`src/rtl/mul_arb_pkg.sv`:
```
// Shared widths and the {valid, id} tag that travels beside each multiply.
// ID width is sized for the largest supported requester count (8).
package mul_arb_pkg;

  localparam int OP_W   = 32;
  localparam int PROD_W = 2 * OP_W;
  localparam int N_MAX  = 8;
  localparam int ID_W   = $clog2(N_MAX);

  typedef struct packed {
    logic            valid;
    logic [ID_W-1:0] id;
  } tag_t;

endpackage

```
`src/rtl/mul_arbiter_rr.sv`:
```
// Round-robin arbiter: search starts at r_ptr and wraps; pointer moves to
// one past the winner whenever a grant is issued.
module rr_arbiter
  import mul_arb_pkg::*;
#(
  parameter int N = 4
) (
  input  logic            clk,
  input  logic            rst_n,
  input  logic [N-1:0]    i_req,
  output logic [N-1:0]    o_grant,
  output logic [ID_W-1:0] o_idx,
  output logic            o_any
);

  logic [ID_W-1:0] r_ptr;
  logic [ID_W:0]   w_cand;
  logic [ID_W:0]   w_inc;
  logic [ID_W-1:0] w_next;
  logic [ID_W-1:0] w_idx;
  logic [N-1:0]    w_grant;
  logic            w_found;

  always_comb begin
    // NOTE: every output of this block gets a default first, so no path
    // through the search loop can leave a value held (no latch).
    w_grant = '0;
    w_idx   = '0;
    w_found = 1'b0;
    w_cand  = '0;
    for (int k = 0; k < N; k++) begin
      w_cand = {1'b0, r_ptr} + (ID_W+1)'(k);
      if (w_cand >= (ID_W+1)'(N)) w_cand = w_cand - (ID_W+1)'(N);
      for (int j = 0; j < N; j++) begin
        if (!w_found && (w_cand == (ID_W+1)'(j)) && i_req[j]) begin
          w_found    = 1'b1;
          w_idx      = ID_W'(j);
          w_grant[j] = 1'b1;
        end
      end
    end
  end

  assign w_inc  = {1'b0, w_idx} + (ID_W+1)'(1);
  assign w_next = (w_inc == (ID_W+1)'(N)) ? '0 : w_inc[ID_W-1:0];

  // NOTE: state updates use non-blocking assignment so every flop samples
  // pre-edge values regardless of statement order.
  always_ff @(posedge clk or negedge rst_n) begin
    if (!rst_n) begin
      r_ptr <= '0;
    end else if (w_found) begin
      r_ptr <= w_next;
    end
  end

  assign o_grant = w_grant;
  assign o_idx   = w_idx;
  assign o_any   = w_found;

endmodule

```
`src/rtl/mul_arbiter.sv`:
```
// Shares one pipelined multiplier among N requesters; each product returns
// to its originator as a one-cycle pulse LATENCY+2 cycles after acceptance.
module mul_arbiter
  import mul_arb_pkg::*;
#(
  parameter int N       = 4,
  parameter int LATENCY = 2,
  parameter int W       = OP_W
) (
  input  logic           clk,
  input  logic           rst_n,
  input  logic [N-1:0]   req_valid,
  output logic [N-1:0]   req_ready,
  input  logic [N*W-1:0] req_a,
  input  logic [N*W-1:0] req_b,
  output logic [W-1:0]   mul_a,
  output logic [W-1:0]   mul_b,
  input  logic [2*W-1:0] mul_r,
  output logic [N-1:0]   resp_valid,
  output logic [2*W-1:0] resp_r,
  output logic           busy,
  output logic [31:0]    issue_count
);

  // Stage 0 aligns with mul_a; the last stage lines up with mul_r being valid.
  localparam int DEPTH = LATENCY + 2;

  logic [N-1:0]    w_grant;
  logic [ID_W-1:0] w_idx;
  logic            w_xfer;
  logic [W-1:0]    w_a;
  logic [W-1:0]    w_b;
  logic [N-1:0]    w_resp_oh;
  logic            w_busy;

  logic [W-1:0]    r_mul_a;
  logic [W-1:0]    r_mul_b;
  tag_t            r_tag [DEPTH];
  logic [N-1:0]    r_resp_valid;
  logic [2*W-1:0]  r_resp_r;
  logic [31:0]     r_issue_count;

  rr_arbiter #(.N(N)) u_rr (
    .clk     (clk),
    .rst_n   (rst_n),
    .i_req   (req_valid),
    .o_grant (w_grant),
    .o_idx   (w_idx),
    .o_any   (w_xfer)
  );

  always_comb begin
    w_a = '0;
    w_b = '0;
    for (int j = 0; j < N; j++) begin
      if (w_grant[j]) begin
        w_a = req_a[j*W +: W];
        w_b = req_b[j*W +: W];
      end
    end
  end

  always_comb begin
    w_resp_oh = '0;
    for (int j = 0; j < N; j++) begin
      w_resp_oh[j] = r_tag[DEPTH-1].valid && (r_tag[DEPTH-1].id == ID_W'(j));
    end
    w_busy = |r_resp_valid;
    for (int s = 0; s < DEPTH; s++) begin
      w_busy = w_busy | r_tag[s].valid;
    end
  end

  always_ff @(posedge clk or negedge rst_n) begin
    if (!rst_n) begin
      r_mul_a       <= '0;
      r_mul_b       <= '0;
      r_resp_valid  <= '0;
      r_resp_r      <= '0;
      r_issue_count <= '0;
      for (int s = 0; s < DEPTH; s++) begin
        r_tag[s] <= '0;
      end
    end else begin
      r_tag[0] <= '{valid: w_xfer, id: w_idx};
      for (int s = 1; s < DEPTH; s++) begin
        r_tag[s] <= r_tag[s-1];
      end
      if (w_xfer) begin
        r_mul_a       <= w_a;
        r_mul_b       <= w_b;
        r_issue_count <= r_issue_count + 32'd1;
      end
      r_resp_valid <= w_resp_oh;
      if (r_tag[DEPTH-1].valid) r_resp_r <= mul_r;
    end
  end

  assign req_ready   = w_grant;
  assign mul_a       = r_mul_a;
  assign mul_b       = r_mul_b;
  assign resp_valid  = r_resp_valid;
  assign resp_r      = r_resp_r;
  assign busy        = w_busy;
  assign issue_count = r_issue_count;

endmodule
```
`config.mk`:
```
export PLATFORM = sky130hd
export DESIGN_NAME = mul_arbiter
export DESIGN_NICKNAME = d
export VERILOG_FILES = /design/src/rtl/mul_arb_pkg.sv /design/src/rtl/mul_arbiter_rr.sv /design/src/rtl/mul_arbiter.sv
export SDC_FILE = /design/constraint.sdc
export NUM_CORES = 1
export LEC_CHECK = 0
export ABC_AREA = 1
export CORE_AREA = 2 2 192 194
export DETAILED_ROUTE_END_ITERATION = 16
export DIE_AREA = 0 0 194 196
export GPL_ROUTABILITY_DRIVEN = 0
export HOLD_SLACK_MARGIN = 0.1
export PLACE_DENSITY_LB_ADDON = 0.15
export SYNTH_ARGS = -nofsm -noshare
export SYNTH_HDL_FRONTEND = slang
export SYNTH_SLANG_ARGS = --single-unit
```
`constraint.sdc`:
```
create_clock -name clk -period 3.73 [get_ports clk]
set_input_delay 0.9325 -clock clk [delete_from_list [all_inputs] [get_ports clk]]
set_output_delay 0.9325 -clock clk [all_outputs]
set_load 0.01 [all_outputs]
```
==> reports/results.ini, run 1 <==
[run_status]
status=completed

[placed_design]
dp.cells=2294
dp_hpwl_um=30400
io_buffers=494

[sta]
hold_slack_ns=0.349
final.setup.tns_ns=0
setup_viol=0
fin_crit_ns=3.62
maxSlewViolCount=0
relSlewSlack=0.204
fmax_ghz=0.276
skew_ns=0.00953
rsz0062_at_grt=true
hold_viol=0
fin_crit_sh=0.970
tightest_slew_ns=1.19

[clocking]
root_buffer=clkbuf_16
clk_latency_ns=0.44
h-tree-depth=4
cts_tree=built
numCtsBuffers=17
clk_pin_slew_worst_paths_ns=0.07
cts.sinks=179
cts_buffer_depth=2
postCtsHoldBufs=0

[route]
wl_per_cell_um=17.5
postRouteWirelength_um=41000
drt-initial-drc-count=517
first_pass_iters=5
route.vias.total=10600
drc=0
via_per_inst=4.52
route.antenna.remaining_nets=0

[floorplan]
coreArea_sq_mm=0.0361
core.rowCount=70
start_util=0.270
chipHeight_um=196
die_area_sq_mm=0.0380
die_x_um=194
ioPinCount=495

[critical_path]
cp-end-kind=primary output
path_cells=inv_2 -> buf_4 -> nor2_1 -> inv_1 -> ha_1 -> nor3_1 -> o22ai_2 -> nand2_2 -> nor3_2 -> inv_1 -> nand4_1 -> nor2_1 -> nand3b_1 -> nand2_2 -> buf_6
max_stage_delay_ns=0.42
r2r-start=u_rr.r_ptr[2]
worst_path_max_delay_cell=dfrtp_2
crit_end=req_ready[3]
required_ns=2.80
r2r-end=u_rr.r_ptr[1]
cp.arrival_ns=2.69
startpoint=u_rr.r_ptr[2]
r2r_cells=15
worstSetupPathType=reg2out
r2r_slack_ns=0.37
startpoint_type=register
worstPathMaxFanout=4

[yosys]
synth_edf_count=0
synth_flop_cell=dfrtp_1
synth_top_cell_by_area=dfrtp_1
syn_avg_cell_area_sq_um=7.13
postSynthCellCount=1366
syn_area_sq_mm=0.00974
syn-num-nets=1697
yosys.cell_count.top_type=nand2_1
ys_seq_area_frac=0.460
synth_area_leaders=dfrtp_1 46%, nand2_1 22%, nand3_1 7.7%
synthTopCellsByCount=558 x nand2_1, 179 x dfrtp_1, 150 x nand3_1
yosysTopAreaCellShare=0.460
synth-seq-cells=179
yosys_warnings=0
synth_cell_types=34
async_flop_share=1.00

[layout]
final_util=0.441
fin_cells=2341
drive_gt1_frac=0.0669
fin_nets=2188
area_delta_synth_final_pct=63.6

[power]
comb_power_share=0.568
sw_frac_of_total=0.439
p_clk_frac=0.156
finalPower_mw=11.0
p_leak_nw=7.34
seqPwrFrac=0.276
ir_worst_vdd_mv=0.799
p_sw_mw=4.84
p_int_mw=6.17
powerDensity_mw_per_mm2=692

[global_routing]
antenna_found_initial=5
grt_pass1_vias=9946
grt_pass1_wl_um=60500
grt_overflow=0
grt_use_total=0.207
grt_max_degree=93

[min_path]
hold_path.class=reg2reg

[flow_run]
maxCapViolCount=0

[logic make-up after synthesis]
logic type      Yosys count  synth area share
simple gates            872             0.370
compound gates           91            0.0479
buf+inv                 192            0.0909
xor+xnor                 27            0.0243
flops                   179             0.460
fa+ha+maj                 5           0.00643
[metrics by stage]
step	instance area, sq um	setup WS (ns)
floorplan	9740	0.542
global placement	15200	-0.260
detailed placement	15200	-0.314
CTS	15800	0.0294
global route	15900	-0.0512
finish	15900	0.111
[worst min-delay path by stage]
stage                     startpoint  endpoint  depth (start not counted)
final                       r_tag[9]  r_tag[5]                          0
after global routing        r_tag[8]  r_tag[4]                          0
after CTS                   r_tag[9]  r_tag[5]                          0
after detailed placement    r_tag[4]  r_tag[0]                          0
after global placement      r_tag[4]  r_tag[0]                          0
after floorplan             r_tag[4]  r_tag[0]                          0
[cell type report]
type                            instances  area (sq um)
Fill cell                            3698         20200
Timing Repair Buffer                  543          5330
Multi-Input combinational cell        995          4520
Sequential cell                       179          4480
Tap cell                              468           586
Inverter                              121           454
Clock buffer                           19           443
Clock inverter                         12          98.8
Antenna cell                            4          10.0
[sequential cells by signal, indices dropped and copies added (netlist names)]
register     flops
mul_b           32
mul_a           32
resp_r          64
r_tag           12
u_rr.r_ptr       3
issue_count     32
resp_valid       4
[timing repair]
item / in CTS / in global routing
buffers inserted: 9 / 3
hold endpoints to repair: 0 / 0
endpoints found under the setup margin: 4 / 4
pin swaps: 6 / 14
gates resized for setup: 27 / 20
[power groups by stage]
stage	Sequential, mW	Clock [mW]	Combinational (mW)
6_report	3.05	1.72	6.26
5_1_grt	3.12	1.85	6.90
4_1_cts	3.04	1.79	6.29
3_5_place_dp	3.07	0	6.20
3_3_place_gp	3.05	0	6.16
2_1_floorplan	3.30	0	3.12
[cells in the final DEF, fill, tap and decap left out, types with 3 or more instances in the layout]
cell type          n
nand2_2           13
o21ai_1           13
xor2_1            27
nor2_1           102
clkbuf_16         17
inv_1            115
ha_1               4
dfrtp_1          175
nor2_4             3
nor4_1             9
clkinv_4           3
a21oi_1           65
inv_2              5
clkinvlp_4         3
nand4_1            9
buf_4             47
nand3_1          147
nor3_1            26
nand2_1          547
dfrtp_2            4
o21ai_0            9
clkdlybuf4s50_1  489
diode_2            4
[metal layers]
layer	global-route usage	part of all wire	vias up
met5	0	0.00032	-
met4	0.0752	0.023	2
met3	0.0507	0.061	46
met2	0.346	0.49	321
met1	0.261	0.42	4958
li1	-	-	5259
[critical path: cells and delay by family, from the launching register on]
family                     cells  cell delay [ns]
DFF                            1             0.42
and+or+nand+nor                8             1.03
buffers and inverters          5             0.50
AOI/OAI and AO/OA              1             0.12
adders and majority gates      1             0.19
Power figures use the tool's default switching activity.
==> inputs of run 2 (changes only) <==
Settings changed: SLEW_MARGIN set to 20.
==> run 2 against run 1 <==
Against the previous run:
- combinational power barely moved
- sequential cell count did not move
- count of clock-buffer cells in the layout did not move
- fmax about the same
- sequential share of layout area about the same
- clock power barely moved
- wire length about the same
- critical endpoint unchanged
- largest cell class unchanged
==> reports/results.ini, run 2 (synthesis results as in run 1) <==
[sta]
rsz0062_at_grt=true
hold_slack_ns=0.349
fin_crit_sh=0.970
skew_ns=0.00953
fmax_ghz=0.276
relSlewSlack=0.377
tightest_slew_ns=0.935
setup_viol=0
fin_crit_ns=3.62
maxSlewViolCount=0
hold_viol=0

[clocking]
cts.sinks=179
cts_buffer_depth=2
numCtsBuffers=17
clk_latency_ns=0.44
root_buffer=clkbuf_16
cts_tree=built
h-tree-depth=4
clk_pin_slew_worst_paths_ns=0.07

[flow_run]
maxCapViolCount=0

[layout]
multi_input_area_sq_mm=0.00452
largest_reg_flops=64
fin_cells=2341
final_util=0.441
mostFrequentLayoutCells=547 x nand2_1, 489 x clkdlybuf4s50_1, 175 x dfrtp_1
layout_commonest_cell=nand2_1
fill_cells=3699
seq_area_sq_mm=0.00448
fin_nets=2188
area_delta_synth_final_pct=63.6
drive_gt1_frac=0.0669

[critical_path]
cp-end-kind=primary output
worst_path_max_delay_cell=dfrtp_2
cp_top_family=simple AND/OR/NAND/NOR gates
critPathBufInv=5
worstSetupPathType=reg2out
required_ns=2.80
worstPathMaxFanout=4
max_stage_delay_ns=0.42
startpoint_type=register
cp.arrival_ns=2.69
path_cells=inv_2 -> buf_4 -> nor2_1 -> inv_1 -> ha_1 -> nor3_1 -> o22ai_2 -> nand2_2 -> nor3_2 -> inv_1 -> nand4_1 -> nor2_1 -> nand3b_1 -> nand2_2 -> buf_6

[placed_design]
io_buffers=494
dp.cells=2294
dp_hpwl_um=30400

[route]
via_per_inst=4.52
first_pass_iters=5
route.antenna.remaining_nets=0
wl_per_cell_um=17.5
drt-initial-drc-count=517
drc=0
postRouteWirelength_um=41000
route.vias.total=10600

[floorplan]
die_x_um=194
ioPinCount=495
coreArea_sq_mm=0.0361
start_util=0.270
chipHeight_um=196
die_area_sq_mm=0.0380
core.rowCount=70

[global_routing]
grt_pass1_vias=9946
grt_max_degree=93
grt_overflow=0
grt_pass1_wl_um=60500
grt_use_total=0.207
antenna_found_initial=5

[power]
p_leak_nw=7.34
p_int_mw=6.17
seqPwrFrac=0.276
sw_frac_of_total=0.440
finalPower_mw=11.0
powerDensity_mw_per_mm2=692
p_clk_frac=0.156
comb_power_share=0.568
p_sw_mw=4.84
ir_worst_vdd_mv=0.799

[run_status]
status=completed

[min_path]
hold_path.class=reg2reg

==> run 2: per-layer routing <==
metal	GRT usage	wire, um	up-vias
li1	-	-	5259
met1	0.261	17300	4957
met2	0.346	20200	325
met3	0.0507	2510	48
met4	0.0752	940	2
met5	0	13	-
==> run 2: path summary, 6_finish.rpt <==
| path | depth (start not counted) | from | slack [ns] | end |
|---|---|---|---|---|
| max | 15 | u_rr.r_ptr[2] | 0.11 | req_ready[3] |
| min | 0 | r_tag[9] | 0.35 | r_tag[5] |
| max reg2reg | 15 | u_rr.r_ptr[2] | 0.37 | u_rr.r_ptr[1] |
| min reg2reg | 0 | r_tag[9] | 0.35 | r_tag[5] |
| max in group asynchronous | 2 | rst_n | 2.35 | resp_r[15] |
| min in group asynchronous | 1 | rst_n | 0.56 | mul_a[18] |
==> run 2: worst reg2reg max path, delay by kind of cell (launching register included) <==
family | cells | cell delay (ns)
AOI/OAI and AO/OA | 2 | 0.23
and+or+nand+nor | 6 | 0.95
buffers and inverters | 5 | 1.03
adders and majority gates | 2 | 0.61
DFF | 1 | 0.42
==> run 2: repair_timing <==
item | 4_1_cts | 5_1_grt
gates resized for setup | 27 | 20
pin swaps | 6 | 14
endpoints found under the setup margin | 4 | 4
hold buffers | 0 | 0
buffers inserted | 9 | 3
==> run 2: cell type report <==
type                            instances  area share
Timing Repair Buffer                  543       0.335
Tap cell                              468      0.0368
Clock inverter                         12     0.00621
Inverter                              121      0.0287
Clock buffer                           19      0.0278
Sequential cell                       179       0.282
Antenna cell                            4    0.000628
Multi-Input combinational cell        995       0.284
==> run 2: power groups by stage <==
stage / clock [mW] / sequential [mW] / combinational [mW]
after detailed placement: 0 / 3.07 / 6.20
after CTS: 1.79 / 3.04 / 6.29
after global routing: 1.85 / 3.12 / 6.90
after global placement: 0 / 3.05 / 6.16
final: 1.72 / 3.05 / 6.25
after floorplan: 0 / 3.30 / 3.12
==> run 2: through the flow <==
stage,instance area [sq um],setup slack (ns),setup TNS (ns)
after global placement,15200,-0.260,-0.941
final,15900,0.111,0
after detailed placement,15200,-0.314,-1.21
after global routing,15900,-0.0512,-0.120
after CTS,15800,0.0294,0
after floorplan,9740,0.542,0
==> inputs of run 3 (changes only) <==
Settings changed: CAP_MARGIN set to 15, GPL_ROUTABILITY_DRIVEN 0 to not set.
==> run 3 against run 2 <==
Against the previous run:
- total power increased by 1.7%
- global-route usage is 0.32 points higher
- worst hold slack better by 0.0032 ns
- clock power grew 9.9%
- largest cell class unchanged
- utilization increased by 0.28 points
- largest power group unchanged
- design area grew 0.64%
- non-clock buffer count rose by 2
- clock skew is 0.0014 ns higher
- first-iteration DRC count increased by 0.19%
- critical path depth down 2
- count of clock-buffer cells in the layout fell by 2
==> reports/results.ini, run 3 (synthesis results as in run 1) <==
[run_status]
status=completed

[power]
powerDensity_mw_per_mm2=699
ir_worst_vdd_mv=0.610
p_leak_nw=7.39

[sta]
rsz0062_at_grt=true
final.setup.tns_ns=0
fin_crit_ns=3.65
setup_viol=0
relSlewSlack=0.382
skew_ns=0.0109
maxSlewViolCount=0
fmax_ghz=0.274
fin_crit_sh=0.979
hold_viol=0
tightest_slew_ns=0.927

[floorplan]
die_x_um=194
die_area_sq_mm=0.0380
chipHeight_um=196
ioPinCount=495
start_util=0.270
coreArea_sq_mm=0.0361
core.rowCount=70

[critical_path]
required_ns=2.80
worst_path_max_delay_cell=clkdlybuf4s50_1
path_cells=clkdlybuf4s50_1 -> nand2_1 -> nand3_1 -> nor2_2 -> nand3_2 -> nor2_4 -> nand4_4 -> inv_2 -> nand4_1 -> nor2_1 -> nand3b_1 -> nand2_2 -> buf_6
critPathBufInv=3
worstSetupPathType=in2out
startpoint_type=primary input
max_stage_delay_ns=0.47
cp-end-kind=primary output
cp_top_family=simple AND/OR/NAND/NOR gates
cp.arrival_ns=2.72
r2r_slack_ns=0.36
worstPathMaxFanout=4

[layout]
layout_commonest_cell=nand2_1
largest_reg_flops=64
mostFrequentLayoutCells=548 x nand2_1, 489 x clkdlybuf4s50_1, 175 x dfrtp_1
drive_gt1_frac=0.0710
fin_nets=2190
area_delta_synth_final_pct=64.7
fin_cells=2345

[placed_design]
dp_hpwl_um=30700
io_buffers=494
gp_congestion=0.905
dp.cells=2298

[route]
postRouteWirelength_um=41100
drt-initial-drc-count=518
route.antenna.remaining_nets=0
route.vias.total=10600
via_per_inst=4.51
drc=0
first_pass_iters=5
wl_per_cell_um=17.5

[global_routing]
grt_use_total=0.211
grt_max_degree=85
grt_pass1_wl_um=61500
grt_pass1_vias=10200
grt_overflow=0
antenna_found_initial=7

[clocking]
clk_latency_ns=0.45
root_buffer=clkbuf_16
h-tree-depth=4
numCtsBuffers=17
clk_pin_slew_worst_paths_ns=0.08
cts_tree=built
cts_buffer_depth=2
cts.sinks=179

[flow_run]
maxCapViolCount=0

[min_path]
hold_path.class=reg2reg

-- run 3: through the flow --
| stage | power (mW) | hold slack, ns | area, sq um | utilization | setup WS (ns) |
|---|---|---|---|---|---|
| floorplan | 6.43 | 0.331 | 9740 | - | 0.542 |
| global placement | 9.24 | 0.333 | 15200 | 0.421 | -0.326 |
| detailed placement | 9.31 | 0.336 | 15200 | 0.422 | -0.356 |
| CTS | 11.3 | 0.356 | 15900 | 0.441 | -0.0165 |
| global route | 12.1 | 0.364 | 16000 | 0.444 | -0.0608 |
| finish | 11.2 | 0.352 | 16000 | 0.444 | 0.0797 |
-- run 3: per-layer routing --
layer	up-vias	part of all wire	wire length [um]	global-route usage
met2	314	0.49	20400	0.355
met4	4	0.020	821	0.0654
met5	-	0.00073	30	0
li1	5276	-	-	-
met3	41	0.056	2320	0.0519
met1	4950	0.43	17600	0.266
-- run 3: cell type report --
cell class	count	area (sq um)
repair buffers	545	5350
diodes	5	12.5
clock buffers	17	425
multi-input cells	995	4520
flip-flops and latches	179	4480
inverters	121	459
clock inverters	15	194
well taps	468	586
fillers	3667	20100
-- run 3: path summary, 6_finish.rpt --
kind	endpoint	from	cells after the start
max	req_ready[3]	req_valid[1]	13
max in group asynchronous	mul_b[20]	rst_n	2
min in group asynchronous	mul_a[17]	rst_n	1
min	r_tag[1]	r_tag[5]	0
max reg2reg	u_rr.r_ptr[1]	u_rr.r_ptr[0]	16
min reg2reg	r_tag[1]	r_tag[5]	0
-- run 3: what timing repair did --
action,4_1_cts,5_1_grt
hold buffers,0,0
gates resized for setup,22,27
setup endpoints to repair,4,5
pin swaps,3,14
buffers inserted,5,5
-- run 3: report_power, final --
part / internal (mW) / total, mW / switching [mW] / leakage, nW
combinational: 2.65 / 6.26 / 3.61 / 4.90
sequential: 2.65 / 3.04 / 0.395 / 2.19
clock: 0.925 / 1.89 / 0.968 / 0.300
